[config.mk]
export PLATFORM = sky130hd
export DESIGN_NAME = ex_muldiv
export DESIGN_NICKNAME = d
export VERILOG_FILES = /design/src/rtl/riscv_pkg.sv /design/src/rtl/ex_muldiv.sv
export SDC_FILE = /design/constraint.sdc
export NUM_CORES = 1
export LEC_CHECK = 0
export ABC_AREA = 1
export CELL_PAD_IN_SITES_DETAIL_PLACEMENT = 0
export CELL_PAD_IN_SITES_GLOBAL_PLACEMENT = 1
export CORE_MARGIN = 8
export CORE_UTILIZATION = 25
export CTS_CLUSTER_SIZE = 40
export DETAILED_ROUTE_END_ITERATION = 16
export PLACE_DENSITY_LB_ADDON = 0.1
export SKIP_CTS_REPAIR_TIMING = 1
export SLEW_MARGIN = 25
export SYNTH_ARGS = -nofsm -noshare
export SYNTH_HDL_FRONTEND = slang
export SYNTH_SLANG_ARGS = --single-unit
[constraint.sdc]
create_clock -name clk -period 3.5 [get_ports clk]
set_input_delay 0.525 -clock clk [delete_from_list [all_inputs] [get_ports clk]]
set_output_delay 0.525 -clock clk [all_outputs]
set_load 0.1 [all_outputs]
[src/rtl/riscv_pkg.sv]
// riscv_pkg: shared M-extension opcodes, muldiv FSM states and helpers
package riscv_pkg;
  localparam logic [2:0] OP_MUL    = 3'd0;
  localparam logic [2:0] OP_MULH   = 3'd1;
  localparam logic [2:0] OP_MULHSU = 3'd2;
  localparam logic [2:0] OP_MULHU  = 3'd3;
  localparam logic [2:0] OP_DIV    = 3'd4;
  localparam logic [2:0] OP_DIVU   = 3'd5;
  localparam logic [2:0] OP_REM    = 3'd6;
  localparam logic [2:0] OP_REMU   = 3'd7;
  typedef enum logic [2:0] {IDLE, MUL, DIV, FIX, DONE} state_t;
  function automatic logic [63:0] min_val(input int xlen);
    return 64'd1 << (xlen - 1);
  endfunction
endpackage

[src/rtl/ex_muldiv.sv]
// ex_muldiv: iterative shift-add multiplier / restoring divider for the EX stage
module ex_muldiv
  import riscv_pkg::*;
#(
  parameter int XLEN = 32
) (
  input  logic            clk,
  input  logic            reset,
  input  logic            start,
  input  logic [2:0]      op,
  input  logic [XLEN-1:0] srca,
  input  logic [XLEN-1:0] srcb,
  input  logic            flush,
  output logic            stall,
  output logic            done,
  output logic [XLEN-1:0] result
);
  localparam int CW = $clog2(XLEN) + 1;
  state_t state, state_n;
  logic [CW-1:0] cnt;
  logic [2:0] opr;
  logic [XLEN-1:0] hi, lo, b, minv, abs_a, abs_b, spec_res, q, r;
  logic [XLEN:0] x, y, sum, t;
  logic [2*XLEN-1:0] p;
  logic negq, negr, sa, sb, div0, ovf, special, sub, accept;
  assign minv = XLEN'(min_val(XLEN));
  assign sa = ~op[2] ? (op != OP_MULHU) : ~op[0];
  assign sb = ~op[2] ? ~op[1] : ~op[0];
  assign abs_a = (sa & srca[XLEN-1]) ? -srca : srca;
  assign abs_b = (sb & srcb[XLEN-1]) ? -srcb : srcb;
  assign div0 = op[2] & (srcb == '0);
  assign ovf = (op == OP_DIV || op == OP_REM) & (srca == minv) & (&srcb);
  assign special = div0 | ovf;
  assign spec_res = div0 ? (op[1] ? srca : '1) : (op[1] ? '0 : minv);
  assign accept = (state == IDLE) & start & ~flush;
  assign sub = state == DIV;
  assign x = sub ? {hi, lo[XLEN-1]} : {1'b0, hi};
  assign y = {1'b0, b};
  assign sum = x + (y ^ {(XLEN+1){sub}}) + (XLEN+1)'(sub);
  assign t = lo[0] ? sum : x;
  assign p = negq ? -{hi, lo} : {hi, lo};
  assign q = negq ? -lo : lo;
  assign r = negr ? -hi : hi;
  assign done = state == DONE;
  // next state and stage stall
  always_comb begin
    state_n = state;
    case (state)
      IDLE:    state_n = accept ? (special ? DONE : (op[2] ? DIV : MUL)) : IDLE;
      MUL,
      DIV:     state_n = (cnt == CW'(XLEN - 1)) ? FIX : state;
      FIX:     state_n = DONE;
      default: state_n = IDLE;
    endcase
    state_n = flush ? IDLE : state_n;
    stall = accept | (state == MUL) | (state == DIV) | (state == FIX);
  end
  // state, counter and datapath registers; flush only redirects the FSM
  always_ff @(posedge clk or negedge reset) begin
    if (!reset) begin
      state  <= IDLE;
      cnt    <= '0;
      result <= '0;
      opr    <= '0;
      hi     <= '0;
      lo     <= '0;
      b      <= '0;
      negq   <= 1'b0;
      negr   <= 1'b0;
    end else begin
      state <= state_n;
      if (accept) begin
        opr  <= op;
        hi   <= '0;
        lo   <= abs_a;
        b    <= abs_b;
        cnt  <= '0;
        negq <= (sa & srca[XLEN-1]) ^ (sb & srcb[XLEN-1]);
        negr <= sa & srca[XLEN-1];
        if (special) result <= spec_res;
      end else if (!flush && state == MUL) begin
        hi  <= t[XLEN:1];
        lo  <= {t[0], lo[XLEN-1:1]};
        cnt <= cnt + CW'(1);
      end else if (!flush && state == DIV) begin
        hi  <= sum[XLEN] ? x[XLEN-1:0] : sum[XLEN-1:0];
        lo  <= {lo[XLEN-2:0], ~sum[XLEN]};
        cnt <= cnt + CW'(1);
      end else if (!flush && state == FIX) begin
        result <= opr[2] ? (opr[1] ? r : q) : (opr == OP_MUL ? p[XLEN-1:0] : p[2*XLEN-1:XLEN]);
      end
    end
  end
endmodule

==> results of run 1 <==
[logic make-up (layout without fill, tap and decap cells)]
family	after synthesis	after routing	synth area share (%)
xor+xnor	118	118	6.669
simple gates	1392	1392	38.29
compound gates	572	572	20.18
fa+ha+maj	38	38	3.116
other cells	0	1	0
flops	142	142	22.93
buf+inv	345	531	8.816
[cell type report]
type                    count  area share (%)
clock inverters            15          0.8465
multi-input cells        2120           56.14
well taps                 790           5.144
repair buffers            267           12.58
diodes                      1         0.01302
flip-flops and latches    142           18.50
clock buffers              17           2.214
inverters                 232           4.558
[synthesized netlist by cell type, types with 11 or more instances]
cell	instances	share of area, %
o21ai_0	245	7.9
clkbuf_1	59	1.4
nand4_1	48	1.9
nand3_1	203	6.6
nor2_1	358	8.7
a21oi_1	204	6.6
nand3b_1	14	0.68
xnor2_1	36	2.0
buf_2	26	0.84
o211ai_1	24	1.2
a31oi_1	33	1.3
o21ai_1	13	0.42
xor2_1	82	4.6
ha_1	37	3.0
inv_1	218	5.3
a21oi_2	11	0.62
nor3_1	31	1.0
nand2_1	679	16
dfrtp_1	142	23
buf_1	22	0.53
[report_power, final]
group | internal, mW | total [mW] | leakage, nW | switching (mW)
clock | 1.02 | 1.93 | 0.286 | 0.911
combinational | 5.42 | 16.5 | 6.74 | 11.1
sequential | 2.37 | 3.29 | 1.74 | 0.926
[final timing paths]
path                                     endpoint                 start
setup / recovery                hi[0]$_DFFE_PN0P_  state[2]$_DFFE_PN0P_
hold / removal             result[22]$_DFFE_PN0P_                 reset
setup reg to reg                hi[0]$_DFFE_PN0P_  state[2]$_DFFE_PN0P_
hold reg to reg                 b[28]$_DFFE_PN0P_     b[28]$_DFFE_PN0P_
max in group asynchronous       lo[6]$_DFFE_PN0P_                 reset
min in group clk                b[28]$_DFFE_PN0P_     b[28]$_DFFE_PN0P_
[sequential cells by signal, summed over array words and instances, names as in the netlist]
name,cells
negr,1
hi,32
b,32
opr,3
negq,1
cnt,6
lo,32
state,3
result,32
[per-stage QoR]
step           power [mW]  setup TNS (ns)  setup WS (ns)
2_1_floorplan       13.05               0         0.2779
3_3_place_gp        19.16         -0.1878       -0.05914
3_5_place_dp        19.13         -0.1614       -0.05370
4_1_cts             21.15        -0.01363      -0.007564
5_1_grt             23.53        -0.04710       -0.02468
6_report            21.70               0         0.1557
[placed cells by master (no fill, tap or decap), drive strengths merged, types with 5 or more instances in the layout]
cell type,netlist,final
a21o,6,6
a21oi,215,215
a31oi,33,33
buf,54,163
clkbuf,59,20
clkdlybuf4s50,0,101
dfrtp,142,142
ha,37,37
inv,229,241
nand2,689,689
nand3,209,209
nand3b,14,14
nand4,48,48
nor2,371,371
nor3,34,34
nor4,7,7
o211ai,24,24
o21ai,261,261
o21bai,9,9
o22ai,6,6
o31ai,5,5
or2,13,13
xnor2,36,36
xor2,82,82
[metal layers]
metal,global-route usage (%),up-vias
met1,31.23,8791
met2,32.43,559
met5,0,-
li1,-,9007
met4,5.426,0
met3,4.272,58
[critical path: stages (launching register included)]
cell and delay, ns:
dfrtp_1 0.38, inv_1 0.11, nand3_4 0.13, buf_12 0.17
clkbuf_8 0.17, xnor2_1 0.28, ha_1 0.34, a21oi_1 0.23
o21ai_1 0.16, a21oi_1 0.20, nor2_1 0.07, nor2_2 0.13
nand2_1 0.09, nand2_1 0.11, nand2_4 0.10, nor2_4 0.16
buf_12 0.12, buf_4 0.10, nand2_1 0.04, nand3_1 0.07
o21ai_1 0.06
==> impl_metrics.ini, run 1 <==
[setup_path]
startpoint_type = flop
path_class = flop to flop
cp.required_ns = 3.87
rrSetupSlack_ns = 0.16
worstPathMaxFanout = 8
ff2ff_path_depth = 20
worstSetupEndpointType = flop
critical_path_arrival_ns = 3.71

[grt]
grt_max_degree = 60
grt_overflow = 0
grt_first_pass_wirelength_um = 115600
antenna_found_initial = 1
gr-usage-all-layers_pct = 21.58
grt_pass1_vias = 17726

[power_and_ir_drop]
peakVddDrop_uv = 821.7
power_density_nw_per_um2 = 1129
p_leak_nw = 8.773

[clock_tree]
clock_tree.buffer_depth = 2
numCtsBuffers = 17
h-tree-depth = 4
cts_tree = yes
worstSkewPairLatency_ns = 0.49
clkTransAtPathRegs_ns = 0.07
cts_root_buffer = clkbuf_16
clock_sinks = 142

[final_layout]
area_growth_pct = 23.99
stdcell_area_um2 = 19210
num-fill-cells = 6955
drive_gt1_share_pct = 10.67
seqCellArea_um2 = 3555
fin_nets = 2889
multi_input_area_um2 = 10790
stdcell_count = 3584
final_util_pct = 31.25

[drt]
wl_met2_um = 33410
drcViolationCount = 0
drt-wirelength-per-cell_um = 21.70
dr.pass1.iters = 6
top_layer = met4
via_per_inst = 5.138
routed_wl_um = 77780
vias = 18415
met1_length_um = 37940
wl_met3_um = 4951
ant_nets = 0
drt-initial-drc-count = 1647

[sta]
hold_violations = 7
setup_viol = 0
slew_headroom_pct = 33.20
fin_hold_ws_ns = -0.008218
max_freq_mhz = 299.0
worstMarginPinSlew_ns = 0.9989
skew_ns = 0.01659
fin_crit_ns = 3.344
period_share_pct = 95.55
maxSlewViolCount = 0

[floorplanning]
num_rows = 91
core-area_um2 = 61480
die_area_um2 = 70210
die_w_um = 265.0
die_h_um = 265.0
initial_core_util_pct = 25.21
io_pins = 105

[place]
routabilityCongestion = 0.9249
io_buffers = 104
numPlacedInstances = 3538
place_area_um2 = 18280
dpl.hpwl_um = 62820

[synth]
ys_warn_count = 0
syn-num-nets = 2716
synth-async-reset-ratio_pct = 100.0
synth_edf_count = 0
avgSynthCellArea_um2 = 5.945
synth.distinct_cells = 55
ys.flop_type = dfrtp_1
synth_area_um2 = 15500
synthCells = 2607
synth_seq_cells = 142
seq_area_frac_synth_pct = 22.93

[worst_hold_path]
hold_path_class = primary input to asynchronous set/reset pin

[status]
status = complete, but fails checks
violations = hold timing

[run]
drv_cap = 0
Power figures use the tool's default switching activity.
==> run 2, diff against run 1 <==
- CAP_MARGIN: default -> 15
- SLEW_MARGIN: 25 -> default
==> results of run 2 <==
No change in the layout: final DEF, timing and power equal those of run 1.
